==> config.mk <==
export PLATFORM = sky130hd
export DESIGN_NAME = uart_tx_ctrl
export DESIGN_NICKNAME = d
export VERILOG_FILES = /design/src/rtl/uart_tx_ctrl.sv
export SDC_FILE = /design/constraint.sdc
export NUM_CORES = 1
export LEC_CHECK = 0
export CAP_MARGIN = 20
export CORE_ASPECT_RATIO = 1.25
export CORE_MARGIN = 4
export CORE_UTILIZATION = 65
export CTS_BUF_LIST = sky130_fd_sc_hd__clkbuf_4
export DETAILED_ROUTE_END_ITERATION = 8
export DONT_BUFFER_PORTS = 1
export PLACE_DENSITY_LB_ADDON = 0.08
export SKIP_LAST_GASP = 1
export SYNTH_ARGS = -nofsm -noshare
export SYNTH_HDL_FRONTEND = slang
export SYNTH_SLANG_ARGS = --single-unit
==> constraint.sdc <==
create_clock -name clk -period 2.3 [get_ports clk]
set_input_delay 0.23 -clock clk [delete_from_list [all_inputs] [get_ports clk]]
set_output_delay 0.23 -clock clk [all_outputs]
set_load 0.02 [all_outputs]
==> src/rtl/uart_tx_ctrl.sv <==
// uart_tx_ctrl -- UART transmit frame sequencer.
//
// Accepts one byte per data_valid/busy handshake and latches the byte and its
// parity settings. It then sends a start bit, eight data bits LSB-first, an
// optional parity bit and STOP_BITS stop bits, each lasting CLKS_PER_BIT
// clocks.
//
// Parameters:
//   CLKS_PER_BIT  clocks per serial bit (>= 2)
//   STOP_BITS     number of stop bits (1 or 2)
// Ports:
//   clk          system clock, rising edge
//   rst          synchronous active-high reset
//   data_in      byte to send, sampled at accept
//   data_valid   request; accepted when data_valid && !busy
//   parity_en    1 = insert parity bit, sampled at accept
//   parity_type  0 = even, 1 = odd, sampled at accept
//   busy         high from the accept edge until the frame completes
//   tx           registered serial line, idle high
//   done         one-cycle pulse at frame completion
module uart_tx_ctrl #(
  parameter int CLKS_PER_BIT = 868,
  parameter int STOP_BITS    = 1
) (
  input  logic       clk,
  input  logic       rst,
  input  logic [7:0] data_in,
  input  logic       data_valid,
  input  logic       parity_en,
  input  logic       parity_type,
  output logic       busy,
  output logic       tx,
  output logic       done
);

  typedef enum logic [2:0] {IDLE, START, DATA, PARITY, STOP} state_t;

  localparam int              CNT_W     = $clog2(CLKS_PER_BIT);
  localparam logic [CNT_W-1:0] CNT_LAST = CNT_W'(CLKS_PER_BIT - 1);
  localparam logic            STOP_LAST = 1'(STOP_BITS - 1);

  function automatic logic parity_bit(input logic [7:0] d, input logic odd);
    return odd ? ~^d : ^d;
  endfunction

  state_t           state, state_nxt;
  logic [CNT_W-1:0] cnt, cnt_nxt;
  logic [2:0]       bit_idx, bit_idx_nxt;
  logic             stop_idx, stop_idx_nxt;
  logic [7:0]       shreg, shreg_nxt;
  logic             par_en, par_en_nxt;
  logic             par_bit, par_bit_nxt;
  logic             tx_nxt, busy_nxt, done_nxt;
  logic             bit_end;

  assign bit_end = (cnt == CNT_LAST);

  always_ff @(posedge clk) begin
    if (rst) begin
      state    <= IDLE;
      cnt      <= '0;
      bit_idx  <= '0;
      stop_idx <= 1'b0;
      shreg    <= '0;
      par_en   <= 1'b0;
      par_bit  <= 1'b0;
      tx       <= 1'b1;
      busy     <= 1'b0;
      done     <= 1'b0;
    end else begin
      state    <= state_nxt;
      cnt      <= cnt_nxt;
      bit_idx  <= bit_idx_nxt;
      stop_idx <= stop_idx_nxt;
      shreg    <= shreg_nxt;
      par_en   <= par_en_nxt;
      par_bit  <= par_bit_nxt;
      tx       <= tx_nxt;
      busy     <= busy_nxt;
      done     <= done_nxt;
    end
  end

  // tx/busy/done are computed one cycle ahead so the registered outputs
  // change on the same edge as the state they belong to.
  always_comb begin
    state_nxt    = state;
    cnt_nxt      = cnt + 1'b1;
    bit_idx_nxt  = bit_idx;
    stop_idx_nxt = stop_idx;
    shreg_nxt    = shreg;
    par_en_nxt   = par_en;
    par_bit_nxt  = par_bit;
    tx_nxt       = tx;
    busy_nxt     = busy;
    done_nxt     = 1'b0;

    unique case (state)
      IDLE: begin
        cnt_nxt  = '0;
        tx_nxt   = 1'b1;
        busy_nxt = 1'b0;
        // busy is always low in IDLE, so data_valid alone means accept
        if (data_valid) begin
          state_nxt   = START;
          shreg_nxt   = data_in;
          par_en_nxt  = parity_en;
          par_bit_nxt = parity_bit(data_in, parity_type);
          tx_nxt      = 1'b0;
          busy_nxt    = 1'b1;
        end
      end
      START: begin
        if (bit_end) begin
          state_nxt   = DATA;
          cnt_nxt     = '0;
          bit_idx_nxt = 3'd0;
          tx_nxt      = shreg[0];
        end
      end
      DATA: begin
        if (bit_end) begin
          cnt_nxt = '0;
          if (bit_idx == 3'd7) begin
            if (par_en) begin
              state_nxt = PARITY;
              tx_nxt    = par_bit;
            end else begin
              state_nxt    = STOP;
              stop_idx_nxt = 1'b0;
              tx_nxt       = 1'b1;
            end
          end else begin
            bit_idx_nxt = bit_idx + 3'd1;
            shreg_nxt   = shreg >> 1;
            // next bit to drive is the one about to land in bit 0
            tx_nxt      = shreg[1];
          end
        end
      end
      PARITY: begin
        if (bit_end) begin
          state_nxt    = STOP;
          cnt_nxt      = '0;
          stop_idx_nxt = 1'b0;
          tx_nxt       = 1'b1;
        end
      end
      STOP: begin
        tx_nxt = 1'b1;
        if (bit_end) begin
          cnt_nxt = '0;
          if (stop_idx == STOP_LAST) begin
            state_nxt = IDLE;
            busy_nxt  = 1'b0;
            done_nxt  = 1'b1;
          end else begin
            stop_idx_nxt = 1'b1;
          end
        end
      end
      default: begin
        state_nxt = IDLE;
        cnt_nxt   = '0;
        tx_nxt    = 1'b1;
        busy_nxt  = 1'b0;
      end
    endcase
  end

endmodule

# Yosys cells after proc, flatten, opt, wreduce, memory -nomap -nowiden

Cells that the tools add are included.

Reduce and logical (&&, ||, !) cells: 17
Equality and inequality tests: 15
Add/subtract/negate cells: 2
Bitwise operators: 4
Multiplexer cells: 37

Operators by type and width:

| operator              | number |
|---|---|
| $mux 3                | 11 |
| $mux 8                | 3 |
| $ne 2x2->1 const B    | 9 |
| $mux 1                | 17 |
| $pmux 8 s2            | 1 |
| $pmux 3 s5            | 1 |
| $add 10x1->10 const B | 1 |
| $eq 10x10->1 const B  | 1 |
| $reduce_or 3->1       | 3 |
| $reduce_and 4->1      | 2 |
| $reduce_xnor 8->1     | 1 |
| $reduce_xor 8->1      | 1 |
| $reduce_and 7->1      | 1 |
| $eq 3x2->1 const B    | 2 |
| $eq 3x3->1 const B    | 2 |
| $pmux 1 s3            | 2 |
| $pmux 3 s2            | 1 |
| $reduce_and 3->1      | 2 |
| $reduce_and 6->1      | 1 |
| $not 1->1             | 4 |
| $pmux 1 s4            | 1 |
| $reduce_bool 2->1     | 2 |
| $reduce_or 4->1       | 1 |
| $add 3x1->3 const B   | 1 |
| other kinds (4)       | 4 |

Output and inout port bits: 3
Input bits: 13
Logic and storage cells: 85
Register bits: 30

# Longest topological paths before layout

Gate-level depths: netlist (run 1).

Depth in word-level cells: 4
Gate-level depth with buffers: 7
Depth with buffers taken out: 6

# Worst setup path after synthesis (run 1)

OpenSTA, ideal clock, no wires.

Path kind: register to register
Start: register bit_idx[0]
End: register bit_idx[0]
Data arrival time: 1.609 ns
Period minus slack after synthesis: 1.680 ns
Path buffers: 0
Required time: 2.229 ns
Setup time: 0.071 ns
Cell stages (with the launch flop): 7
Path slack: 0.620 ns
Cell sequence: dfxtp_1 > ha_1 > ha_1 > nor3b_1 > o21bai_1 > or4_1 > a21oi_1

Longest elaborated chain between the ends: 4
Elaborated cells between the ends (all ways): 7
Those cells by class: add/sub (1); eq/ne (2); mux (3); reduce/logical (1)

Ends and longest elaborated chain:

| item                     | line | RTL |
|---|---|---|
| start: declaration       | 48   | `logic [2:0] bit_idx, bit_idx_nxt;` |
| start signal: assignment | 73   | `bit_idx <= bit_idx_nxt;` |
| $add 3x1->3              | 134  | `bit_idx_nxt = bit_idx + 3'd1;` |
| $mux 3                   | 124  | `if (bit_idx == 3'd7) begin` |
| $mux 3                   | 122  | `if (bit_end) begin` |
| $pmux 3 s2               | 98   | `unique case (state)` |

Parallel ways exist; a longest one is shown, timed or not. The select of a mux whose other input is x is not followed.
A chain may end at the register's enable or synchronous reset.

# Worst setup path after layout (run 1)

Start: register cnt[0]
End: register state[0]

Longest elaborated chain between the ends: 3
Elaborated cells between the ends (all ways): 6
Those cells by class: eq/ne (5); reduce/logical (1)

Ends and longest elaborated chain:

| item                         | line | RTL |
|---|---|---|
| start: declaration           | 47   | `logic [CNT_W-1:0] cnt, cnt_nxt;` |
| start signal: assignment     | 72   | `cnt <= cnt_nxt;` |
| $eq 10x10->1 *               | 56   | `assign bit_end = (cnt == CNT_LAST);` |
| $ne 2x2->1 (no line)         | --   |  |
| $reduce_and 7->1 (no line) * | --   |  |
| end signal: assignment       | 71   | `state <= state_nxt;` |
| end: declaration             | 46   | `state_t state, state_nxt;` |

Mark *: on every way between the ends. The rest lies on a longest branch, timed or not.

==> results of run 1 <==
==> metal layers <==
metal	share of wire	GRT usage	vias to the layer above	wire, um
met5	0	0	-	0
li1	-	-	604	-
met3	0.052	0.0764	6	146
met4	0.020	0.0899	0	57
met1	0.42	0.216	579	1190
met2	0.50	0.361	17	1410
==> power by group through the flow <==
| stage | Combinational (W) | Sequential [W] | Clock, W |
|---|---|---|---|
| 2_1_floorplan | 0.0000816 | 0.000546 | 0 |
| 3_3_place_gp | 0.0000761 | 0.000552 | 0 |
| 3_5_place_dp | 0.0000787 | 0.000552 | 0 |
| 4_1_cts | 0.0000847 | 0.000540 | 0.000329 |
| 5_1_grt | 0.0000952 | 0.000544 | 0.000352 |
| 6_report | 0.0000841 | 0.000541 | 0.000318 |
==> synth_stat cells (2+ instances only) <==
cell type	instances	area (um^2)
a311oi_1	7	61.3
o21ai_0	5	25.0
nand2_1	6	22.5
nor2_1	14	52.6
inv_1	3	11.3
mux2i_1	9	90.1
nand3_1	7	35.0
or4_1	2	15.0
xor2_1	8	70.1
nand3b_1	3	22.5
nand4_1	6	37.5
clkbuf_1	6	22.5
ha_1	3	37.5
dfxtp_1	29	581
xnor2_1	6	52.6
a21oi_1	14	70.1
and3_1	2	12.5
nor3_1	6	30.0
buf_6	5	56.3
==> sequential cells by signal (all words and copies together) (netlist names) <==
register  count
par_en        1
shreg         8
par_bit       1
state         3
busy          1
tx            1
bit_idx       3
done          1
cnt          10
==> cell usage in the layout, fill, tap and decap left out, types with 2 or more instances in the layout <==
master     n
nor3_1     6
a21oi_1   14
and3_1     2
nand3b_1   3
buf_4      2
dfxtp_1   29
nor2_1    14
xnor2_1    6
nand4_1    6
nand3_1    7
or4_1      2
o21ai_0    5
clkbuf_4   8
a311oi_1   7
mux2i_1    9
nand2_1    6
ha_1       3
inv_1      3
xor2_1     8
==> layout make-up <==
type / instances / share of cell area
multi-input cells: 121 / 0.542
flip-flops and latches: 29 / 0.372
clock buffers: 8 / 0.0385
well taps: 31 / 0.0248
repair buffers: 3 / 0.0160
inverters: 3 / 0.00721
==> final timing paths <==
kind,end,start,cells after the start
worst max-delay path,state[0],cnt[0],5
worst min-delay path,tx,rst,2
worst max register to register,state[0],cnt[0],5
worst min register to register,cnt[0],cnt[0],1
==> kinds of logic after synthesis <==
| logic type | after synthesis | synth area share |
|---|---|---|
| fa+ha+maj | 3 | 0.0247 |
| mux | 9 | 0.0592 |
| compound gates | 38 | 0.172 |
| simple gates | 56 | 0.205 |
| buf+inv | 15 | 0.0625 |
| flops | 29 | 0.382 |
| xor+xnor | 15 | 0.0954 |
==> critical path, delay by kind of cell (launching register included) <==
kind            cells  cell delay [ns]
compound gates      2             0.72
simple gates        2             0.51
flops               1             0.37
fa+ha+maj           1             0.23
==> through the flow <==
stage	setup slack, ns	power [W]	hold WS (ns)
floorplan	0.620	0.000628	0.374
global placement	0.475	0.000628	0.304
detailed placement	0.378	0.000631	0.304
CTS	0.364	0.000954	0.0131
global route	0.133	0.000991	0.00928
finish	0.367	0.000943	0.0223
==> impl_metrics.py, run 1 <==
metrics = {
    "critical_path": {
        "cp.required_ns": 2.51,
        "worstPathMaxFanout": 9,
        "crit_type": "reg2reg",
        "critPathLaunchType": "register",
        "rrSetupSlack_ns": 0.37,
        "critPathArrivalTime_ns": 2.14,
        "crit_chain": "ha_1 > and4b_1 > nand4_1 > o31a_1 > a2111oi_0",
        "worstSetupEndpointType": "register",
        "crit_slowest_cell": "o31a_1",
        "critPathMaxStageDelay_ns": 0.38,
    },
    "power": {
        "p_clk_frac": 0.338,
        "seqPwrFrac": 0.573,
        "p_leak_nw": 0.591,
        "p_comb_frac": 0.089,
        "p_int_w": 0.000723,
        "swShare": 0.234,
        "cellPowerDensity_nw_per_um2": 604,
        "ir_drop_mv": 0.433,
        "power_switching_w": 0.000220,
    },
    "synth": {
        "yosys.cell_types.count": 43,
        "synth_area_um2": 1520,
        "synth_enable_flop_cells": 0,
        "synth_cells": 165,
        "ys_ff_latch": 29,
        "ys_warn_count": 0,
        "dominantRegCellSynth": "dfxtp_1",
        "syn-num-nets": 181,
        "async_flop_share": 0,
        "yosysSeqAreaShare": 0.382,
        "syn_area_per_cell_um2": 9.22,
    },
    "die": {
        "die-area_um2": 3180,
        "die_h_um": 62.1,
        "core_um2": 2210,
        "rows": 19,
        "start_util": 0.688,
        "fp.dieW_um": 51.3,
        "boundaryPins": 16,
    },
    "sta": {
        "setup_tns_ns": 0,
        "tightest_slew_ns": 0.645,
        "finalCritPeriodShare": 0.840,
        "setup_viol": 0,
        "skew_ns": 0.00804,
        "min_period_ns": 1.93,
        "fmax_ghz": 0.517,
        "slew_violations": 0,
        "slew_headroom": 0.568,
        "rsz0062_at_grt": "no",
        "timing.final.hold_violations": 0,
    },
    "placed_design": {
        "gp_congestion": 0.785,
        "placed_area_um2": 1490,
        "portBuffers": 0,
        "dpl.hpwl_mm": 2.01,
        "place_inst": 186,
    },
    "clocking": {
        "cts.sinks": 29,
        "cts_tree": "yes",
        "postCtsSetupBuffers": 0,
        "clock_latency_ns": 0.32,
        "clockBufferDepth": 2,
        "cts_resized": 0,
        "cts.clk_slew.worst_paths_ns": 0.08,
        "cts_made_buffers": 5,
        "cts_root_buf": "clkbuf_4",
        "cts_max_level": 2,
        "cts_hold_buffers": 1,
    },
    "drt": {
        "avgRoutedWirePerCell_um": 14.4,
        "vias_per_cell": 6.18,
        "drc": 0,
        "drt-total-wl_mm": 2.80,
        "drt-pass1-iter-count": 4,
        "vias": 1206,
        "drtAntennaViolNets": 0,
        "drt_iter0_drc": 15,
    },
    "grt": {
        "overflow": 0,
        "grt_pass1_wl_mm": 4.71,
        "grtUsageTotal": 0.203,
        "grt_max_degree": 18,
        "grt_pass1_vias": 1086,
        "antenna_found_initial": 0,
    },
    "outcome": {
        "status": "finished clean",
    },
    "cells_and_area": {
        "antenna_cells": 0,
        "nFillCells": 181,
        "stdcell_area_um2": 1560,
        "fin_util": 0.706,
        "multiInputGateArea_um2": 846,
        "area_delta_synth_final_pct": 2.63,
        "drive_above_1_share": 0.0976,
        "fin_nets": 179,
        "stdcell_count": 195,
        "seqCellArea_um2": 581,
    },
    "job": {
        "cap_violations": 0,
    },
    "hold_path": {
        "hold_class": "in2reg",
    },
}
(Power assumes the default switching activity.)
==> run 2, diff against run 1 <==
Settings changed: CORE_UTILIZATION 65 to 59.
Clock period 2.3 ns to 1.6 ns, I/O delays scaled along.
==> impl_metrics.py, run 2 (synthesis results as in run 1) <==
metrics = {
    "sta": {
        "min_period_ns": 1.66,
        "slew_violations": 0,
        "rsz0062_at_grt": "yes",
        "fmax_ghz": 0.603,
        "slew_headroom": 0.475,
        "tightest_slew_ns": 0.785,
        "fin_ws_ns": -0.0597,
        "finalCritPeriodShare": 1.04,
        "setup_viol": 7,
        "hold_slack_ns": 0.0178,
        "skew_ns": 0.00550,
        "timing.final.hold_violations": 0,
    },
    "clocking": {
        "cts.sinks": 29,
        "clockBufferDepth": 2,
        "cts.clk_slew.worst_paths_ns": 0.09,
        "cts_tree": "yes",
        "clock_latency_ns": 0.34,
        "cts_max_level": 2,
        "cts_root_buf": "clkbuf_4",
        "cts_made_buffers": 5,
    },
    "cells_and_area": {
        "layout_commonest_cell": "buf_4",
        "area_delta_synth_final_pct": 29.4,
        "antenna_cells": 0,
        "reg_top3": "cnt: 10 flops, shreg: 8 flops",
        "drive_above_1_share": 0.338,
        "regMostFlops": "cnt",
        "largest_reg_flops": 10,
        "fin_util": 0.803,
        "stdcell_area_um2": 1970,
        "fin_nets": 213,
        "final_cell_mix": "buf_4 (26), dfxtp_1 (23), nor2_1 (14)",
    },
    "drt": {
        "vias_per_cell": 6.06,
        "drt-pass1-iter-count": 4,
        "avgRoutedWirePerCell_um": 17.4,
        "drt_iter0_drc": 37,
        "drc": 0,
        "vias": 1399,
        "drt-total-wl_mm": 4.01,
        "drtAntennaViolNets": 0,
    },
    "critical_path": {
        "rr_startpoint": "cnt[1]",
        "worstPathMaxFanout": 3,
        "critPathArrivalTime_ns": 1.93,
        "crit_start": "cnt[1]",
        "critPathMaxStageDelay_ns": 0.57,
        "cp.required_ns": 1.87,
        "worstSetupEndpointType": "register",
        "critPathLaunchType": "register",
        "crit_type": "reg2reg",
        "crit_chain": "ha_4 > and4b_1 > nand4_1 > or4_4 > a21oi_2",
        "crit_slowest_cell": "or4_4",
    },
    "outcome": {
        "status": "complete, but fails checks",
        "violations": "setup timing",
    },
    "hold_path": {
        "hold_class": "in2reg",
        "hp-start": "rst",
    },
    "power": {
        "p_clk_frac": 0.303,
        "swShare": 0.267,
        "power_switching_w": 0.000369,
        "cellPowerDensity_nw_per_um2": 701,
        "p_leak_nw": 0.781,
        "ir_drop_mv": 0.607,
        "p_comb_frac": 0.134,
        "seqPwrFrac": 0.563,
        "p_int_w": 0.00101,
    },
    "placed_design": {
        "gp_congestion": 0.785,
        "dpl.hpwl_mm": 2.59,
        "post-place-ws_ns": -0.158,
        "portBuffers": 0,
        "placed_area_um2": 1710,
    },
    "die": {
        "die_h_um": 64.8,
        "fp.dieW_um": 53.4,
        "core_um2": 2450,
        "die-area_um2": 3460,
        "boundaryPins": 16,
        "start_util": 0.620,
        "rows": 20,
    },
    "grt": {
        "grt_pass1_wl_mm": 6.43,
        "overflow": 0,
        "antenna_found_initial": 0,
        "grt_max_degree": 18,
        "grtUsageTotal": 0.260,
        "grt_pass1_vias": 1409,
    },
    "job": {
        "cap_violations": 0,
    },
}
run 2: cell count changes in the layout (fill, tap and decap cells not counted), moves of 4 or more:
| cell | change |
|---|---|
| o21ai_0 | -4 |
| dfxtp_1 | -6 |
| a21oi_2 | +5 |
| a21oi_1 | -5 |
| dfxtp_2 | +6 |
| buf_4 | +24 |
| buf_6 | +5 |
run 2: final timing paths:
check / slack [ns] / cells after the start / to
setup / recovery: -0.06 / 5 / state[2]
setup reg to reg: -0.06 / 5 / state[2]
hold reg to reg: 0.49 / 2 / bit_idx[1]
hold / removal: 0.02 / 2 / par_bit
run 2: per-stage QoR:
stage	total power (W)	setup TNS [ns]	instances
floorplan	0.000906	-0.0382	165
global placement	0.000927	0	211
detailed placement	0.000936	-0.245	211
CTS	0.00137	-0.0700	225
global route	0.00146	-0.997	231
finish	0.00138	-0.194	231
run 2: cell type report:
class	instances	area [um^2]
Timing Repair Buffer	36	312
Sequential cell	29	588
Clock inverter	3	12.5
Clock buffer	5	37.5
Multi-Input combinational cell	122	967
Inverter	3	11.3
Tap cell	33	41.3
Fill cell	166	483
run 2: layer usage:
layer / track usage / routed length (um) / vias up
li1: - / - / 675
met1: 0.275 / 1520 / 666
met2: 0.431 / 2130 / 41
met3: 0.0805 / 208 / 17
met4: 0.166 / 155 / 0
met5: 0 / 0 / -
run 2: worst max-delay path: cells and delay by family, from the launching register on:
family | cells | cell delay [ns]
adder cells (fa/ha/maj) | 1 | 0.14
AO/OA/AOI/OAI | 1 | 0.11
flip-flops | 1 | 0.36
AND/OR/NAND/NOR | 3 | 0.98
run 2: power by group through the flow:
stage | clock network [W] | logic (W) | registers [W]
2_1_floorplan | 0 | 0.000120 | 0.000786
3_3_place_gp | 0 | 0.000137 | 0.000789
3_5_place_dp | 0 | 0.000144 | 0.000792
4_1_cts | 0.000428 | 0.000167 | 0.000775
5_1_grt | 0.000475 | 0.000204 | 0.000780
6_report | 0.000418 | 0.000185 | 0.000778
run 2: repair_timing:
| action | CTS | global route |
|---|---|---|
| gates resized for setup | 8 | 25 |
| hold endpoints to repair | 18 | 0 |
| setup endpoints to repair | 9 | 18 |
| setup buffers | 2 | 5 |
| cloned | 0 | 1 |
| hold buffers | 4 | 0 |
| pin swaps | 4 | 13 |
==> run 3, diff against run 2 <==
Settings changed: CORE_MARGIN 4 to 3.
==> impl_metrics.py, run 3 (synthesis results as in run 1) <==
metrics = {
    "outcome": {
        "status": "complete, but fails checks",
        "violations": "hold timing, setup timing",
    },
    "sta": {
        "skew_ns": 0.0225,
        "slew_headroom": 0.689,
        "finalCritPeriodShare": 1.02,
        "rsz0062_at_grt": "yes",
        "setup_viol": 3,
        "min_period_ns": 1.63,
        "fmax_ghz": 0.612,
        "fin_ws_ns": -0.0331,
        "tightest_slew_ns": 0.463,
        "hold_slack_ns": -0.132,
        "slew_violations": 0,
        "timing.final.hold_violations": 18,
    },
    "grt": {
        "overflow": 0,
        "grtUsageTotal": 0.247,
        "grt_pass1_vias": 1423,
        "grt_pass1_wl_mm": 6.09,
        "grt_max_degree": 22,
        "antenna_found_initial": 0,
    },
    "hold_path": {
        "whs_endpoint": "shreg[2]",
        "hp-start": "rst",
        "hold_class": "in2reg",
        "holdPathStages": 1,
    },
    "power": {
        "p_comb_frac": 0.144,
        "p_clk_frac": 0.304,
        "power_switching_w": 0.000370,
        "p_int_w": 0.00104,
        "cellPowerDensity_nw_per_um2": 700,
        "seqPwrFrac": 0.553,
        "p_leak_nw": 0.783,
        "ir_drop_mv": 0.784,
        "swShare": 0.262,
    },
    "placed_design": {
        "portBuffers": 0,
        "gp_congestion": 0.779,
        "post-place-ws_ns": -0.0700,
        "dpl.hpwl_mm": 2.45,
    },
    "drt": {
        "drt-pass1-iter-count": 4,
        "avgRoutedWirePerCell_um": 19.1,
        "drtAntennaViolNets": 0,
        "drc": 0,
        "drt-total-wl_mm": 4.30,
        "vias_per_cell": 6.41,
        "vias": 1443,
        "drt_iter0_drc": 54,
    },
    "critical_path": {
        "ff2ff_path_depth": 5,
        "cp.required_ns": 1.80,
        "critPathArrivalTime_ns": 1.83,
        "worstPathMaxFanout": 7,
        "critPathLaunchType": "register",
        "worstSetupEndpointType": "register",
        "crit_type": "reg2reg",
        "worstReg2RegEnd": "shreg[6]",
        "rr_startpoint": "state[1]",
        "rrSetupSlack_ns": -0.03,
    },
    "cells_and_area": {
        "fin_nets": 210,
        "antenna_cells": 0,
        "largest_reg_flops": 10,
        "reg_top3": "cnt: 10 flops, shreg: 8 flops",
        "nFillCells": 130,
        "area_delta_synth_final_pct": 32.4,
        "multiInputGateArea_um2": 1020,
        "seqCellArea_um2": 593,
        "regMostFlops": "cnt",
        "layout_commonest_cell": "buf_4",
        "final_cell_mix": "buf_4 (28), dfxtp_1 (21), nor2_1 (14)",
        "drive_above_1_share": 0.387,
    },
    "clocking": {
        "clockBufferDepth": 2,
        "cts.sinks": 29,
        "cts.clk_slew.worst_paths_ns": 0.10,
        "cts_hold_buffers": 1,
        "clock_latency_ns": 0.34,
        "cts_max_level": 2,
        "cts_root_buf": "clkbuf_4",
        "cts_made_buffers": 5,
        "cts_tree": "yes",
    },
    "die": {
        "core_um2": 2330,
        "die-area_um2": 3230,
        "fp.dieW_um": 51.4,
        "boundaryPins": 16,
        "rows": 19,
        "start_util": 0.653,
        "die_h_um": 62.8,
    },
    "job": {
        "cap_violations": 0,
    },
}
==> run 3: cell count changes in the layout (fill, tap and decap cells not counted), moves of 3 or more <==
cell           previous run  this run
o21ai_0                   1         5
dlygate4sd3_1             4         0
buf_6                     5         2
o21ai_1                   3         0
==> run 3: worst max path at each step <==
stage | startpoint | end | slack, ns | cells after the start
6_report | state[1] | shreg[6] | -0.03 | 5
5_1_grt | cnt[7] | state[1] | -0.07 | 6
2_1_floorplan | state[1] | shreg[3] | -0.01 | 7
3_3_place_gp | cnt[2] | cnt[5] | 0.02 | 6
4_1_cts | state[1] | shreg[2] | -0.02 | 5
3_5_place_dp | cnt[1] | state[0] | -0.07 | 5
==> run 3: area by class of cell <==
| type | count | share of cell area |
|---|---|---|
| Clock buffer | 6 | 0.0224 |
| Clock inverter | 1 | 0.00186 |
| Inverter | 3 | 0.00559 |
| Multi-Input combinational cell | 122 | 0.507 |
| Sequential cell | 29 | 0.294 |
| Tap cell | 31 | 0.0193 |
| Timing Repair Buffer | 33 | 0.149 |
==> run 3: critical path, cell delays in order, from the launching register on <==
cell and delay [ns]:
dfxtp_4 0.38, or3b_4 0.44, buf_4 0.17, a31o_4 0.26, a21oi_4 0.17, a311oi_2 0.06
==> run 3: per-stage QoR <==
step / area (um^2) / TNS, ns / utilization / instances / total power, W
2_1_floorplan: 1560 / -0.0382 / - / 165 / 0.000906
3_3_place_gp: 1700 / 0 / 0.730 / 208 / 0.000924
3_5_place_dp: 1700 / -0.223 / 0.730 / 208 / 0.000931
4_1_cts: 1820 / -0.0420 / 0.781 / 219 / 0.00137
5_1_grt: 2010 / -0.364 / 0.865 / 225 / 0.00148
6_report: 2010 / -0.0572 / 0.865 / 225 / 0.00141
==> run 3: power groups by stage <==
stage                     clock network, W  registers [W]  logic (W)
after global routing              0.000476       0.000783   0.000216
after detailed placement                 0       0.000791   0.000141
final                             0.000428       0.000779   0.000203
after CTS                         0.000433       0.000774   0.000164
after global placement                   0       0.000789   0.000135
after floorplan                          0       0.000786   0.000120
==> run 3: metal layers <==
metal	vias to the layer above	routed length [um]	global-route usage
li1	669	-	-
met1	707	1700	0.261
met2	55	2280	0.425
met3	12	237	0.0883
met4	0	91	0.108
met5	-	0	0
==> run 3: repair_timing <==
item | CTS | global route
endpoints found under the setup margin | 16 | 14
cloned | 1 | 1
endpoints found under the hold margin | 18 | 18
resized for setup | 4 | 33
pin swaps | 4 | 14
setup buffers | 2 | 6
